<file path="src/rtl/iir_pkg.sv">
// iir_pkg: shared filter-side constants and the stream driver state type
package iir_pkg;
  localparam int DATA_WIDTH = 24;
  typedef enum bit [1:0] {IDLE, RUN, DRAIN, DONE} driver_state_t;
endpackage

</file>
<file path="src/rtl/iir_stream_driver_if.sv">
// iir_stream_driver_if: x/y valid-ready streams between the driver (master) and the IIR filter (slave)
interface iir_stream_driver_if #(
  parameter int DATA_WIDTH = iir_pkg::DATA_WIDTH
);
  logic [DATA_WIDTH-1:0] x;
  logic x_valid;
  logic x_ready_and;
  logic [DATA_WIDTH-1:0] y;
  logic y_valid;
  logic y_ready_and;
  modport master (output x, x_valid, y_ready_and, input x_ready_and, y, y_valid);
  modport slave (input x, x_valid, y_ready_and, output x_ready_and, y, y_valid);
endinterface

</file>
<file path="src/rtl/iir_sample_fifo.sv">
// iir_sample_fifo: flop-based sample FIFO with wrap-bit pointers and combinational head
module iir_sample_fifo #(
  parameter int DATA_WIDTH = iir_pkg::DATA_WIDTH,
  parameter int FIFO_DEPTH = 4
) (
  input  logic clk_i,
  input  logic reset_i,
  input  logic push,
  input  logic [DATA_WIDTH-1:0] push_data,
  output logic full,
  input  logic pop,
  output logic [DATA_WIDTH-1:0] head,
  output logic empty
);
  localparam int AW = $clog2(FIFO_DEPTH);
  logic [DATA_WIDTH-1:0] mem [FIFO_DEPTH];
  logic [AW:0] wp, rp;
  always_comb begin
    full = (wp[AW] != rp[AW]) && (wp[AW-1:0] == rp[AW-1:0]);
    empty = wp == rp;
    head = mem[rp[AW-1:0]];
  end
  always_ff @(posedge clk_i) begin
    if (reset_i) begin
      wp <= '0;
      rp <= '0;
    end else begin
      if (push && !full) begin
        mem[wp[AW-1:0]] <= push_data;
        wp <= wp + (AW+1)'(1);
      end
      if (pop && !empty) rp <= rp + (AW+1)'(1);
    end
  end
endmodule

</file>
<file path="src/rtl/iir_stream_driver.sv">
// iir_stream_driver: feeds a frame of host samples into the IIR filter and collects its results
module iir_stream_driver
  import iir_pkg::*;
#(
  parameter int DATA_WIDTH = iir_pkg::DATA_WIDTH,
  parameter int FIFO_DEPTH = 4,
  parameter int FRAME_LEN = 16,
  localparam int CNT_WIDTH = $clog2(FRAME_LEN + 1)
) (
  input  logic clk_i,
  input  logic reset_i,
  input  logic start_i,
  input  logic [DATA_WIDTH-1:0] sample_i,
  input  logic sample_valid_i,
  output logic sample_ready_and_o,
  iir_stream_driver_if.master flt,
  output logic [DATA_WIDTH-1:0] result_o,
  output logic result_valid_o,
  input  logic result_ready_and_i,
  output logic [CNT_WIDTH-1:0] sent_cnt_o,
  output logic [CNT_WIDTH-1:0] recv_cnt_o,
  output logic busy_o,
  output logic done_o,
  output logic err_o
);
  localparam logic [CNT_WIDTH-1:0] LAST = CNT_WIDTH'(FRAME_LEN);
  localparam logic [CNT_WIDTH-1:0] ONE = CNT_WIDTH'(1);
  driver_state_t state, state_nxt;
  logic full, empty, x_fire, y_fire, recv_ok, start_go;
  logic [CNT_WIDTH-1:0] sent_nxt, recv_nxt;
  iir_sample_fifo #(.DATA_WIDTH(DATA_WIDTH), .FIFO_DEPTH(FIFO_DEPTH)) u_fifo (
    .clk_i(clk_i),
    .reset_i(reset_i),
    .push(sample_valid_i),
    .push_data(sample_i),
    .full(full),
    .pop(x_fire),
    .head(flt.x),
    .empty(empty)
  );
  always_comb begin
    sample_ready_and_o = !full;
    flt.x_valid = state == RUN && !empty;
    flt.y_ready_and = !result_valid_o || result_ready_and_i;
    x_fire = flt.x_valid && flt.x_ready_and;
    y_fire = flt.y_valid && flt.y_ready_and;
    recv_ok = (state == RUN || state == DRAIN) && recv_cnt_o < sent_cnt_o;
    start_go = state == IDLE && start_i;
    sent_nxt = start_go ? '0 : (x_fire && sent_cnt_o != LAST) ? sent_cnt_o + ONE : sent_cnt_o;
    recv_nxt = start_go ? '0 : (y_fire && recv_ok && recv_cnt_o != LAST) ? recv_cnt_o + ONE : recv_cnt_o;
    state_nxt = state == IDLE  ? (start_i ? RUN : IDLE) :
                state == RUN   ? (sent_nxt == LAST ? DRAIN : RUN) :
                state == DRAIN ? (recv_nxt == LAST ? DONE : DRAIN) : IDLE;
    busy_o = state == RUN || state == DRAIN;
    done_o = state == DONE;
  end
  always_ff @(posedge clk_i) begin
    if (reset_i) begin
      state <= IDLE;
      sent_cnt_o <= '0;
      recv_cnt_o <= '0;
      result_o <= '0;
      result_valid_o <= 1'b0;
      err_o <= 1'b0;
    end else begin
      state <= state_nxt;
      sent_cnt_o <= sent_nxt;
      recv_cnt_o <= recv_nxt;
      if (y_fire) result_o <= flt.y;
      result_valid_o <= y_fire || (result_valid_o && !result_ready_and_i);
      if (y_fire && !recv_ok) err_o <= 1'b1;
    end
  end
endmodule

</file>
<file path="src/flat_wrapper.sv">
// flat-port wrapper written by rule: the top's interface ports become plain ports
module iir_stream_driver_flat import iir_pkg::*;
#(
  parameter int DATA_WIDTH = iir_pkg::DATA_WIDTH,
  parameter int FIFO_DEPTH = 4,
  parameter int FRAME_LEN = 16,
  localparam int CNT_WIDTH = $clog2(FRAME_LEN + 1)
)
  (clk_i, reset_i, start_i, sample_i, sample_valid_i, sample_ready_and_o, result_o, result_valid_o, result_ready_and_i, sent_cnt_o, recv_cnt_o, busy_o, done_o, err_o, flt_x, flt_x_valid, flt_y_ready_and, flt_x_ready_and, flt_y, flt_y_valid);
  iir_stream_driver_if #(.DATA_WIDTH(DATA_WIDTH)) flt_i ();
  input  logic clk_i;
  input  logic reset_i;
  input  logic start_i;
  input  logic [DATA_WIDTH-1:0] sample_i;
  input  logic sample_valid_i;
  output logic sample_ready_and_o;
  output logic [DATA_WIDTH-1:0] result_o;
  output logic result_valid_o;
  input  logic result_ready_and_i;
  output logic [CNT_WIDTH-1:0] sent_cnt_o;
  output logic [CNT_WIDTH-1:0] recv_cnt_o;
  output logic busy_o;
  output logic done_o;
  output logic err_o;
  output wire logic [$bits(flt_i.x)-1:0] flt_x;
  output wire logic [$bits(flt_i.x_valid)-1:0] flt_x_valid;
  output wire logic [$bits(flt_i.y_ready_and)-1:0] flt_y_ready_and;
  input wire logic [$bits(flt_i.x_ready_and)-1:0] flt_x_ready_and;
  input wire logic [$bits(flt_i.y)-1:0] flt_y;
  input wire logic [$bits(flt_i.y_valid)-1:0] flt_y_valid;
  assign flt_x = flt_i.x;
  assign flt_x_valid = flt_i.x_valid;
  assign flt_y_ready_and = flt_i.y_ready_and;
  assign flt_i.x_ready_and = flt_x_ready_and;
  assign flt_i.y = flt_y;
  assign flt_i.y_valid = flt_y_valid;
  iir_stream_driver #(.DATA_WIDTH(DATA_WIDTH), .FIFO_DEPTH(FIFO_DEPTH), .FRAME_LEN(FRAME_LEN)) u_core (.clk_i(clk_i), .reset_i(reset_i), .start_i(start_i), .sample_i(sample_i), .sample_valid_i(sample_valid_i), .sample_ready_and_o(sample_ready_and_o), .flt(flt_i), .result_o(result_o), .result_valid_o(result_valid_o), .result_ready_and_i(result_ready_and_i), .sent_cnt_o(sent_cnt_o), .recv_cnt_o(recv_cnt_o), .busy_o(busy_o), .done_o(done_o), .err_o(err_o));
endmodule
</file>
<file path="config.mk">
export PLATFORM = sky130hd
export DESIGN_NAME = iir_stream_driver_flat
export DESIGN_NICKNAME = d
export VERILOG_FILES = /design/src/rtl/iir_pkg.sv /design/src/rtl/iir_stream_driver_if.sv /design/src/rtl/iir_sample_fifo.sv /design/src/rtl/iir_stream_driver.sv /design/src/flat_wrapper.sv
export SDC_FILE = /design/constraint.sdc
export NUM_CORES = 1
export LEC_CHECK = 0
export BUFFER_PORTS_ARGS = -buffer_cell sky130_fd_sc_hd__buf_4
export CAP_MARGIN = 20
export CORE_UTILIZATION = 39
export DETAILED_ROUTE_END_ITERATION = 6
export PLACE_DENSITY_LB_ADDON = 0.25
export SETUP_SLACK_MARGIN = 0.3
export SYNTH_ARGS = -nofsm -noshare
export SYNTH_HDL_FRONTEND = slang
export SYNTH_SLANG_ARGS = --single-unit
</file>
<file path="constraint.sdc">
create_clock -name clk_i -period 4.85 [get_ports clk_i]
set_input_delay 0.97 -clock clk_i [delete_from_list [all_inputs] [get_ports clk_i]]
set_output_delay 0.97 -clock clk_i [all_outputs]
set_load 0.02 [all_outputs]
</file>
==> summary.txt, run 1 <==
Final layout
  • Most common cell after layout, fill and taps aside: buf_4
  • Area growth syn-to-layout: 30.0%
  • Final core occ: 52.4%
  • Nets@finish: 585
  • Commonest cells after routing, fill and taps aside: buf_4, edfxtp_1, nand2_1, dfxtp_1, a21oi_1
  • Antenna cells: 0
  • Share of cells above drive strength 1: 34.4%
  • Post-layout instance area: 7300 um2

Placed design
  • Placed Instance Area: 6690 um2
  • Gpl congestion: 0.809
  • Final HPWL DP: 6950 um
  • Port bufs: 119
  • Pre-CTS setup slack: 1.76 ns

Synth
  • Synth top area share: 51.4%
  • Synth area leaders: edfxtp_1, dfxtp_1, mux4_2, nand2_1, ha_1
  • Syn Nets: 459
  • #FFs+latches synth: 142
  • Netlist cell types: 40
  • Synthesized area: 5610 um2
  • Cells after Synth: 387
  • Number of enable flip-flop cells after synthesis: 96
  • Syn_area_per_cell: 14.5 um2
  • Post-synth ARST share: 0%
  • Synth Flop Type: edfxtp_1
  • YS warnings: 0
  • Cell taking the most area after synthesis: edfxtp_1
  • Seq/Total Area, Yosys: 67.8%

Worst setup path
  • Startpoint Class: flip-flop
  • Crit Path Max Fanout: 24
  • CP Capture Type: primary output
  • R2r setup slk: 2.54 ns
  • Worst endpoint required time: 3.88 ns
  • Arrival time worst endpoint: 2.14 ns
  • Reg2reg start: u_core.result_valid_o
  • WS Path Type: reg -> out

Pwr
  • Worst IR Drop VDD: 0.000219 V
  • Power per cell area: 396 nW/um2
  • Leakage: 2.81 nW
  • Power, Total: 0.00289 W

GRT
  • Global-route wire length before repair: 16800 um
  • Total GRT Usage: 15.3%
  • GRT Max-Usage Layer: met2
  • Gr ovfl total: 0
  • Largest net degree at the start of global routing: 41
  • Met1 usage: 18.0%
  • Initial antenna violation count: 0
  • Vias in the first global route: 3411
  • Met2 usage: 24.8%
  • GR Layer Usage met3: 6.32%

Clock tree
  • TritonCTS clock tree: done
  • Worst skew pair latency: 0.41 ns
  • Clock transition at path regs: 0.06 ns
  • Number of post-CTS setup repair buffers: 0
  • Post-CTS resize count: 0
  • Root Buffer: clkbuf_16
  • H-tree depth: 4
  • CTS Buf Count: 17
  • CTS Hold Bufs: 0
  • CTS Sinks: 142
  • Max Root-Sink Buffers: 2

Timing
  • Max Clock Freq: 0.321 GHz
  • Setup Skew: 0.00660 ns
  • RSZ-0062 raised after global routing: false
  • Final setup fails: 0
  • TNS Setup: 0 ns
  • Least-Margin Pin Slew: 0.912 ns
  • Rel. slew slack: 39.2%
  • Final Hold Viols: 0
  • Min Tclk post-route: 3.11 ns
  • Period utilization: 64.2%
  • Final worst slack: 1.74 ns
  • Slew Limit Fails: 0

Detailed routing
  • DR vias: 3438
  • Via/cell ratio: 4.87
  • DR WL/cell: 15.2 um
  • Final ANT Viol Nets: 0
  • Pre-antenna DRT Iters: 4
  • DR DRC count: 0
  • DRT iter0 DRCs: 159
  • Drt total wl: 10700 um

Die
  • Core area: 13900 um2
  • Initial Utilization: 40.3%
  • Boundary Pins: 120
  • Die height: 122 um
  • Core Rows: 43
  • Die W: 122 um
  • Die area: 14900 um2

Run status
  • Status: completed

Worst hold path
  • Worst hold start: u_core.result_o[1]
  • HP Class: reg -> reg

Job
  • Max-Cap Viols: 0
==> final timing paths <==
kind / endpoint / cells after the start
worst max-delay path: flt_x[21] / 2
worst min-delay path: u_core.result_o[1] / 2
worst min register to register: u_core.result_o[1] / 2
worst max register to register: u_core.state[0] / 7
==> state kept, by name, summed over array words and instances (netlist names), named ones only <==
name                   count
u_core.state               2
u_core.u_fifo.mem         96
u_core.err_o               1
u_core.result_valid_o      1
u_core.sent_cnt_o          5
u_core.result_o           24
u_core.u_fifo.wp           3
u_core.recv_cnt_o          5
u_core.u_fifo.rp           3
==> final cells by class <==
class | count | area, um2
repair buffers | 124 | 931
clock inverters | 13 | 169
multi-input cells | 214 | 1680
well taps | 180 | 225
clock buffers | 19 | 433
inverters | 14 | 52.6
fillers | 1187 | 6640
flip-flops and latches | 142 | 3800
==> worst max-delay path, stage by stage (launching register included) <==
cell and delay (ns):
dfxtp_2 0.92, mux4_2 0.62, buf_4 0.18
==> cell families (layout without fill, tap and decap cells) <==
group / count (synthesis) / after routing / share of synthesized area (%)
compound gates: 44 / 44 / 4.91
xor+xnor: 14 / 14 / 2.19
fa+ha+maj: 17 / 17 / 3.79
buf+inv: 31 / 170 / 2.27
flops: 142 / 142 / 67.8
mux: 29 / 29 / 10.6
simple gates: 110 / 110 / 8.45
==> per-stage QoR <==
stage / hold slack [ns] / cells
3_3_place_gp: 0.444 / 674
3_5_place_dp: 0.450 / 674
5_1_grt: 0.483 / 706
6_report: 0.456 / 706
2_1_floorplan: 0.492 / 387
4_1_cts: 0.458 / 706
==> per-layer routing <==
layer / wire (um) / share of wire, %
met1: 4550 / 42
met2: 5250 / 49
met3: 803 / 7.5
met4: 146 / 1.4
met5: 0 / 0
==> synth_stat cells (2+ instances only) <==
cell,instances
buf_2,3
ha_1,17
xor2_1,9
nor2_1,28
nand2_1,60
nand4_1,4
xnor2_1,5
nor3_1,2
edfxtp_1,96
nand3_1,2
dfxtp_1,46
and2_1,7
inv_1,13
clkbuf_1,10
buf_1,3
and3_1,2
a31oi_1,2
a21oi_1,30
mux4_2,24
mux2i_1,4
==> report_power, final <==
| part | switching [W] | total (W) | internal (W) |
|---|---|---|---|
| registers | 0.0000199 | 0.00135 | 0.00133 |
| logic | 0.000116 | 0.000219 | 0.000103 |
| clock network | 0.000465 | 0.00132 | 0.000853 |
| total | 0.000602 | 0.00289 | 0.00229 |
Note: power is estimated with default switching activity, not from simulation.
==> run 2: changes to the inputs <==
==> constraint.sdc (replaced) <==
create_clock -name clk_i -period 2.63 [get_ports clk_i]
set_input_delay 0.526 -clock clk_i [delete_from_list [all_inputs] [get_ports clk_i]]
set_output_delay 0.526 -clock clk_i [all_outputs]
set_load 0.02 [all_outputs]
==> run 2 against run 1 <==
  * Die area unchanged
  * Sequential power increased by 84%
  * Sequential share of layout area increased by 0.64 points
  * Clock-buffer cell count unchanged
  * Clock power increased by 50%
  * Wire length increased by 0.43%
  * Critical path depth increased by 1
  * Final cell count decreased by 0.14%
  * Non-clock buffer count increased by 2
  * Global-route usage increased by 0.15 points
  * Critical endpoint is now flt_x[3]
==> summary.txt, run 2 (synthesis results as in run 1) <==
Final layout
  • Share of cells above drive strength 1: 34.5% (+0.066 points)
  • Final Non-Filler Cells: 705 (-0.14%)
  • Final core occ: 51.7% (-0.64 points)
  • Max reg flops: 96 (unchanged)
  • Most common cell after layout, fill and taps aside: buf_4
  • Antenna cells: 0 (unchanged)
  • Commonest cells after routing, fill and taps aside: buf_4, edfxtp_1, nand2_1, dfxtp_1, a21oi_1
  • Nets@finish: 587 (+0.34%)
  • Area growth syn-to-layout: 28.4%

Timing
  • Final setup fails: 0 (unchanged)
  • Max Clock Freq: 0.451 GHz
  • Setup Skew: 0.00735 ns (+0.000756 ns)
  • RSZ-0062 raised after global routing: false
  • Final Hold Viols: 0 (unchanged)
  • TNS Setup: 0 ns (unchanged)
  • Period utilization: 84.3%
  • Least-Margin Pin Slew: 0.810 ns (-0.102 ns)
  • Min Tclk post-route: 2.22 ns
  • WHS: 0.319 ns (-0.137 ns)
  • Slew Limit Fails: 0 (unchanged)
  • Rel. slew slack: 46.0% (+6.8 points)

Clock tree
  • TritonCTS clock tree: done
  • CTS Sinks: 142 (unchanged)
  • Max Root-Sink Buffers: 2 (unchanged)
  • CTS Hold Bufs: 0 (unchanged)
  • Clock transition at path regs: 0.06 ns (about the same)
  • Root Buffer: clkbuf_16
  • CTS Buf Count: 17 (unchanged)
  • H-tree depth: 4 (unchanged)
  • Worst skew pair latency: 0.41 ns (about the same)
  • Number of post-CTS setup repair buffers: 0 (unchanged)
  • Post-CTS resize count: 0 (unchanged)

Detailed routing
  • DR DRC count: 0 (unchanged)
  • DRT iter0 DRCs: 134 (-16%)
  • DR WL/cell: 15.3 um (+0.57%)
  • Drt total wl: 10800 um (+0.43%)
  • Metal3 WL: 824 um (+2.6%)
  • Final ANT Viol Nets: 0 (unchanged)
  • Routed met1 length: 4790 um (+5.2%)
  • Via/cell ratio: 4.88 (+0.26%)
  • DR vias: 3442 (+0.12%)
  • Met2 wire len: 5100 um (-2.8%)
  • Highest metal used: met4
  • Pre-antenna DRT Iters: 4 (unchanged)

Worst setup path
  • Startpoint Class: flip-flop
  • Crit Path Max Fanout: 24 (unchanged)
  • Worst endpoint required time: 2.10 ns (-1.78 ns)
  • WS Path Type: reg -> out
  • Arrival time worst endpoint: 1.69 ns (-0.45 ns)
  • CP Capture Type: primary output
  • R2r setup slk: 0.44 ns (-2.10 ns)

Placed design
  • Dpl cells: 676 (+0.30%)
  • Port bufs: 119 (unchanged)
  • Final HPWL DP: 6950 um (about the same)
  • Gpl congestion: 0.816 (+0.95%)

Die
  • Die W: 122 um (unchanged)
  • Core area: 13900 um2 (unchanged)
  • Die area: 14900 um2 (unchanged)
  • Core Rows: 43 (unchanged)
  • Die height: 122 um (unchanged)
  • Initial Utilization: 40.3% (unchanged)
  • Boundary Pins: 120 (unchanged)

Run status
  • Status: completed

GRT
  • Global-route wire length before repair: 17100 um (+1.4%)
  • Largest net degree at the start of global routing: 41 (unchanged)
  • Initial antenna violation count: 0 (unchanged)
  • Vias in the first global route: 3502 (+2.7%)
  • Total GRT Usage: 15.5% (+0.15 points)
  • Gr ovfl total: 0 (unchanged)

Job
  • Max-Cap Viols: 0 (unchanged)

Pwr
  • Power, Total: 0.00488 W (+69%)
  • Power per cell area: 678 nW/um2 (+71%)
  • Worst IR Drop VDD: 0.000394 V (+80%)
  • Leakage: 2.76 nW (-1.6%)

Worst hold path
  • HP Class: in -> reg
-- run 2: area by class of cell --
type,count,area (um2)
Multi-Input combinational cell,214,1680
Tap cell,180,225
Clock inverter,10,52.6
Inverter,14,52.6
Fill cell,1202,6730
Clock buffer,19,433
Sequential cell,142,3800
Timing Repair Buffer,126,958
-- run 2: routing by layer --
metal / GRT usage (%) / vias up
met1: 18.7 / 1656
met4: 4.86 / 0
met3: 6.60 / 10
li1: - / 1664
met5: 0 / -
met2: 24.9 / 112
-- run 2: worst paths after layout --
check	endpoint	startpoint	cells after the start
setup / recovery	flt_x[3]	flip-flop	3
hold / removal	u_core.u_fifo.mem[0][4]	sample_i[4]	1
setup reg to reg	u_core.state[0]	u_core.sent_cnt_o[2]	8
hold reg to reg	u_core.result_o[13]	u_core.result_o[13]	2
-- run 2: per-stage QoR --
| step | instance area [um2] | setup WS (ns) |
|---|---|---|
| finish | 7210 | 0.412 |
| detailed placement | 6720 | 0.442 |
| floorplan | 5610 | 0.425 |
| global placement | 6720 | 0.514 |
| CTS | 7210 | 0.358 |
| global route | 7210 | 0.304 |
-- run 2: worst max-delay path: stages, from the launching register on --
cell and delay [ns]:
dfxtp_2 0.33, buf_12 0.22, mux4_2 0.55, buf_4 0.18
-- run 2: power by group --
part | switching, W | leakage [nW] | internal (W)
Clock | 0.000814 | 0.230 | 0.00117
Sequential | 0.0000276 | 1.25 | 0.00246
Combinational | 0.000224 | 1.29 | 0.000194
